File: config.mk
export PLATFORM = sky130hd
export DESIGN_NAME = probe_logger
export DESIGN_NICKNAME = d
export VERILOG_FILES = /design/src/rtl/probe_logger.sv
export SDC_FILE = /design/constraint.sdc
export NUM_CORES = 1
export LEC_CHECK = 0
export CAP_MARGIN = 20
export CELL_PAD_IN_SITES_DETAIL_PLACEMENT = 0
export CELL_PAD_IN_SITES_GLOBAL_PLACEMENT = 1
export CORE_ASPECT_RATIO = 0.6
export CORE_MARGIN = 3
export CORE_UTILIZATION = 30
export CTS_BUF_LIST = sky130_fd_sc_hd__clkbuf_4
export DETAILED_ROUTE_END_ITERATION = 10
export DONT_BUFFER_PORTS = 1
export GPL_ROUTABILITY_DRIVEN = 0
export PLACE_DENSITY = 0.48
export SETUP_SLACK_MARGIN = 0.3
export SYNTH_ARGS = -nofsm -noshare
export SYNTH_HDL_FRONTEND = slang
export SYNTH_SLANG_ARGS = --single-unit
File: constraint.sdc
create_clock -name clk -period 5.4 [get_ports clk]
set_input_delay 1.62 -clock clk [delete_from_list [all_inputs] [get_ports clk]]
set_output_delay 1.62 -clock clk [all_outputs]
set_load 0.05 [all_outputs]
File: src/rtl/probe_logger.sv
// Multi-channel probe capture: arm/trigger/stop sequencer feeding a timestamped
// first-word-fall-through FIFO drained over a valid/ready stream.
module probe_logger #(
  parameter int                NUM_CH  = 2,
  parameter int                CH_W    = 1,
  parameter logic [NUM_CH-1:0] CH_MASK = {NUM_CH{1'b1}},
  parameter int                DEPTH   = 8,
  parameter int                TS_W    = 16,
  parameter int                DC_W    = 8
) (
  input  logic                        clk,
  input  logic                        reset,
  input  logic                        arm,
  input  logic                        trig,
  input  logic                        stop,
  input  logic                        mode,
  input  logic [NUM_CH*CH_W-1:0]      probe_in,
  output logic                        out_valid,
  input  logic                        out_ready,
  output logic [TS_W+NUM_CH*CH_W-1:0] out_data,
  output logic                        overflow,
  output logic [DC_W-1:0]             drop_count,
  output logic                        busy
);
  localparam int SW = NUM_CH * CH_W;
  localparam int DW = TS_W + SW;
  localparam int AW = $clog2(DEPTH);
  localparam int CW = AW + 1;

  typedef enum logic [1:0] {S_IDLE, S_ARMED, S_CAPTURE, S_STOPPED} state_t;

  state_t          state_q, state_d;
  logic [TS_W-1:0] ts_q, ts_d;
  logic [SW-1:0]   prev_q, prev_d;
  logic [SW-1:0]   sample_m;
  logic            overflow_q, overflow_d;
  logic [DC_W-1:0] drop_q, drop_d;
  logic [AW-1:0]   wr_ptr_q, rd_ptr_q;
  logic [CW-1:0]   count_q, count_d;
  logic [DW-1:0]   mem_q [DEPTH];
  logic            push, pop, full, wr_en, drop, clr_flags;

  always_comb begin
    sample_m = '0;
    for (int ch = 0; ch < NUM_CH; ch++) begin
      if (CH_MASK[ch]) sample_m[ch*CH_W +: CH_W] = probe_in[ch*CH_W +: CH_W];
    end
  end

  // Stream handshake: out_valid means the head entry is on out_data; the entry is
  // consumed on a rising edge where out_valid and out_ready are both high, and
  // out_data is held stable until then.
  assign full  = (count_q == CW'(DEPTH));
  assign pop   = (count_q != '0) && out_ready;
  assign wr_en = push && (!full || pop);
  assign drop  = push && full && !pop;

  always_comb begin
    state_d   = state_q;
    ts_d      = ts_q;
    prev_d    = prev_q;
    push      = 1'b0;
    clr_flags = 1'b0;
    case (state_q)
      S_IDLE: begin
        if (arm) begin
          state_d   = S_ARMED;
          ts_d      = '0;
          clr_flags = 1'b1;
        end
      end
      S_ARMED: begin
        if (stop) begin
          state_d = S_IDLE;
        end else if (trig) begin
          state_d = S_CAPTURE;
          push    = 1'b1;
          prev_d  = sample_m;
          ts_d    = (ts_q == {TS_W{1'b1}}) ? ts_q : ts_q + TS_W'(1);
        end
      end
      S_CAPTURE: begin
        prev_d = sample_m;
        ts_d   = (ts_q == {TS_W{1'b1}}) ? ts_q : ts_q + TS_W'(1);
        if (stop) state_d = S_STOPPED;
        else      push    = mode || (sample_m != prev_q);
      end
      S_STOPPED: begin
        if (count_q == '0) state_d = S_IDLE;
      end
      default: state_d = S_IDLE;
    endcase
  end

  always_comb begin
    overflow_d = overflow_q;
    drop_d     = drop_q;
    if (clr_flags) begin
      overflow_d = 1'b0;
      drop_d     = '0;
    end else if (drop) begin
      overflow_d = 1'b1;
      if (drop_q != {DC_W{1'b1}}) drop_d = drop_q + DC_W'(1);
    end
  end

  always_comb begin
    count_d = count_q;
    case ({wr_en, pop})
      2'b10:   count_d = count_q + CW'(1);
      2'b01:   count_d = count_q - CW'(1);
      default: count_d = count_q;
    endcase
  end

  always_ff @(posedge clk or negedge reset) begin
    if (!reset) begin
      state_q    <= S_IDLE;
      ts_q       <= '0;
      prev_q     <= '0;
      overflow_q <= 1'b0;
      drop_q     <= '0;
      wr_ptr_q   <= '0;
      rd_ptr_q   <= '0;
      count_q    <= '0;
    end else begin
      state_q    <= state_d;
      ts_q       <= ts_d;
      prev_q     <= prev_d;
      overflow_q <= overflow_d;
      drop_q     <= drop_d;
      count_q    <= count_d;
      if (wr_en) wr_ptr_q <= wr_ptr_q + AW'(1);
      if (pop)   rd_ptr_q <= rd_ptr_q + AW'(1);
    end
  end

  // Storage needs no reset: out_data is gated to zero whenever the FIFO is empty.
  always_ff @(posedge clk) begin
    if (wr_en) mem_q[wr_ptr_q] <= {ts_q, sample_m};
  end

  assign out_valid  = (count_q != '0);
  assign out_data   = out_valid ? mem_q[rd_ptr_q] : '0;
  assign overflow   = overflow_q;
  assign drop_count = drop_q;
  assign busy       = (state_q != S_IDLE);
endmodule

==> results.md <==
* Status: finished, final reports clean
* Fillers at roughly 2400
* CP most frequent cell: buf_4
* Clock tree from TritonCTS: built
* Port Buf Inserts at 0
* Lkg Pwr at between 0.003 and 0.004 µW
* Mapped Cells at roughly 470
* Skew-Pair Late Insertion Delay at 570 ps
* Post-synth net total at between 400 and 500
* Syn Area/Cell at between 15 and 20 µm²
* RSZ-0062 raised after global routing: no
* Chip Height at 131 µm
* Period minus WS final at around 4400 ps
* CTS hold repair buffers at 0
* Die X at roughly 210 µm
* Max Clk Rate at around 230 MHz
* Congestion Overflow GR at 0
* Cell with the most instances after synthesis: edfxtp_1
* Worst Path Max Fanout at 17
* DRC at 0
* Critical path class: reg2out
* Worst hold endpoint: prev_q[0]$_DFFE_PN0P_
* Multi-input logic area at between 0.002 and 0.0025 mm²
* Count of state elements after synthesis at between 150 and 200
* Final Skew at around 29 ps
* Crit path launch type: register
* Critical path endpoint category: output pin
* H-tree depth at 4
* Largest delay share family, worst path: buffers and inverters
* Critical path required time at ~3800 ps
* Post-synth ARST share at 21.3%
* Diode count at 0
* Yosys cell types at 52
* Nets@finish at about 510
* Via count at between 3000 and 4000
* Starting Density at 31.3%
* CTS max path bufs at 2
* PwrDens at roughly 470 mW/mm²
* CTS Sinks at about 180
* R2r endpoint: count_q[3]$_DFFE_PN0P_
* Max Cap Viol at 0
* Number of synthesis warnings at 0
* Hold Startpoint: prev_q[0]$_DFFE_PN0P_
* Data arrival time of the critical path at 2760 ps
* Register area at 0.00530 mm²
* Top-area cell type share of the netlist area at a little under three fifths
* Crit path buffers/inverters at 3
* Final Slew Violations at 0
* All-Layer GR Usage at ~13%
* Post-synthesis sequential area ratio at between 60% and 70%
* Vias in the first global route at around 4300
* DRT Pass-1 Iters at 4
* FP Rows at 44
* Synthesized area at 0.00777 mm²
* HP Class: reg2reg
* Hold path cells at 1
* Worst path max stage delay at ~680 ps
* DRT Wirelength at roughly 18000 µm
* Post-route setup TNS at 0 ps
* Initial antenna violation count at 0
* R2r setup slk at between 2000 and 2500 ps
* CTS root buf: clkbuf_4
* Die Area at approximately 0.028 mm²
* IO Count at 38
* Main synth FF type: edfxtp_1
* Worst VDD drop at 0.160 mV
* Worst-path clk slew at about 160 ps
* Synth area leader: edfxtp_1
* Hpwl dp at about 11000 µm
* Most area-consuming cells after synthesis: edfxtp_1 (56%), dfrtp_1 (13%), mux4_2 (10%)
* Final period util at a little over 80%
* Core ar. at between 0.02 and 0.025 mm²
* P&R area growth vs syn at 10.9%
* Hold_ws at about 550 ps
* Met3 wire length at 813 µm
* First-pass GRT wire length at 27200 µm
* Top routing layer used: met4
* Critical R2R Launch: state_q[0]$_DFFE_PN0P_
* Wire per inst at between 20 and 25 µm
* Synth cell count leaders: edfxtp_1 (144), dfrtp_1 (39), mux4_2 (36)
* # Post-CTS Setup Buffers at 0
* Worst-path cell chain: buf_4 > buf_4 > mux4_2 > mux2i_1 > nor2_1 > buf_4
* Slew HR at around 38%
* Antenna-violating nets left at 0
* Worst Max-Slew Pin Slew at roughly 930 ps
* Setup-failing EPs final at 0
* CP max stage cell: dfrtp_1
* Largest net degree at the start of global routing at 40
* WL met2 at around 7600 µm
* Post-synth EDFFs at roughly 140
* TritonCTS Buffers at 17
* Drt via density at 4.70
* Hold Fails Final Rpt at 0
* Layout cells sized above 1 at between 20% and 30%
* Resized cells post-CTS at 0
* Reg2Reg Depth at 12
* 1st-iter DRT viols at approximately 310
* WL met1 at just over 9000 µm
[worst reg2reg max path, delay by kind of cell, from the launching register on]
| kind | cells | cell delay, ps |
|---|---|---|
| AOI/OAI and AO/OA | 4 | 840 |
| xor gates and xnor gates | 1 | 140 |
| adders and majority gates | 2 | 780 |
| buffers and inverters | 2 | 180 |
| DFF | 1 | 450 |
| and+or+nand+nor | 3 | 560 |
[per-stage QoR]
step / setup WS (ps) / instances / util (%) / power (µW) / area (µm²)
after floorplan: 697 / 468 / - / 2950 / 7770
after global placement: 1640 / 819 / 33.7 / 3370 / 8370
after detailed placement: 1620 / 819 / 33.7 / 3380 / 8370
after CTS: 940 / 851 / 34.7 / 4100 / 8630
after global routing: 814 / 851 / 34.7 / 4270 / 8630
final: 1020 / 851 / 34.7 / 4030 / 8630
[routing by layer]
layer	track usage (%)	vias to the layer above
li1	-	1877
met2	19.1	50
met3	3.77	2
met5	0	-
met4	2.10	0
met1	20.7	2069
[power breakdown]
part	internal, µW	switching [µW]
Clock	203	514
Sequential	1620	177
Combinational	552	967
Total	2370	1660
[logic make-up (layout without fill, tap and decap cells)]
kind of cell | after synthesis | count (layout) | share of synthesized area, %
adders and majority gates | 12 | 12 | 2.03
muxes | 61 | 61 | 13.7
DFF | 183 | 183 | 68.2
buffers and inverters | 28 | 66 | 1.48
AOI/OAI and AO/OA | 42 | 42 | 3.67
xor gates and xnor gates | 17 | 17 | 1.92
and+or+nand+nor | 125 | 125 | 9.03
[state kept, by name, summed over array words and instances (netlist names), named ones only]
register    cells
state_q         1
count_q         4
prev_q          2
wr_ptr_q        3
overflow        1
mem_q         144
drop_count      8
rd_ptr_q        3
ts_q           16
[area by class of cell]
cell class,count,share of cell area (%)
sequential,183,61.5
multi-input combinational,257,27.9
tap,345,5.00
timing repair buffer,24,2.23
clock buffer,18,1.57
clock inverter,14,1.39
inverter,10,0.435
[worst max path at each step]
stage | startpoint | end | slack (ps) | cells after the start
final | rd_ptr_q[1]$_DFFE_PN0P_ | out_data[7] | 1020 | 6
after global routing | rd_ptr_q[1]$_DFFE_PN0P_ | out_data[7] | 810 | 6
after CTS | rd_ptr_q[1]$_DFFE_PN0P_ | out_data[7] | 940 | 6
after detailed placement | rd_ptr_q[1]$_DFFE_PN0P_ | out_data[7] | 1620 | 6
after global placement | rd_ptr_q[1]$_DFFE_PN0P_ | out_data[7] | 1640 | 6
after floorplan | stop | mem_q[2][0]$_DFFE_PP_ | 700 | 5
[layout by cell type, fill, tap and decap left out, types with 3 or more instances in the layout]
cell type / count
a21oi_1: 13
a31o_1: 3
and2_1: 4
and3_1: 8
buf_4: 23
clkbuf_4: 18
clkinv_2: 3
dfrtp_1: 38
edfxtp_1: 144
ha_1: 11
inv_1: 8
inv_6: 3
inv_8: 3
mux2i_1: 21
mux4_2: 36
nand2_1: 27
nand2b_1: 5
nand3_1: 7
nand4_1: 7
nor2_1: 34
nor2b_1: 4
nor4_4: 3
nor4b_2: 4
o21ai_0: 8
o31ai_1: 3
or3_1: 3
or4_1: 3
xnor2_1: 9
xor2_1: 8
Power figures use the tool's default switching activity.
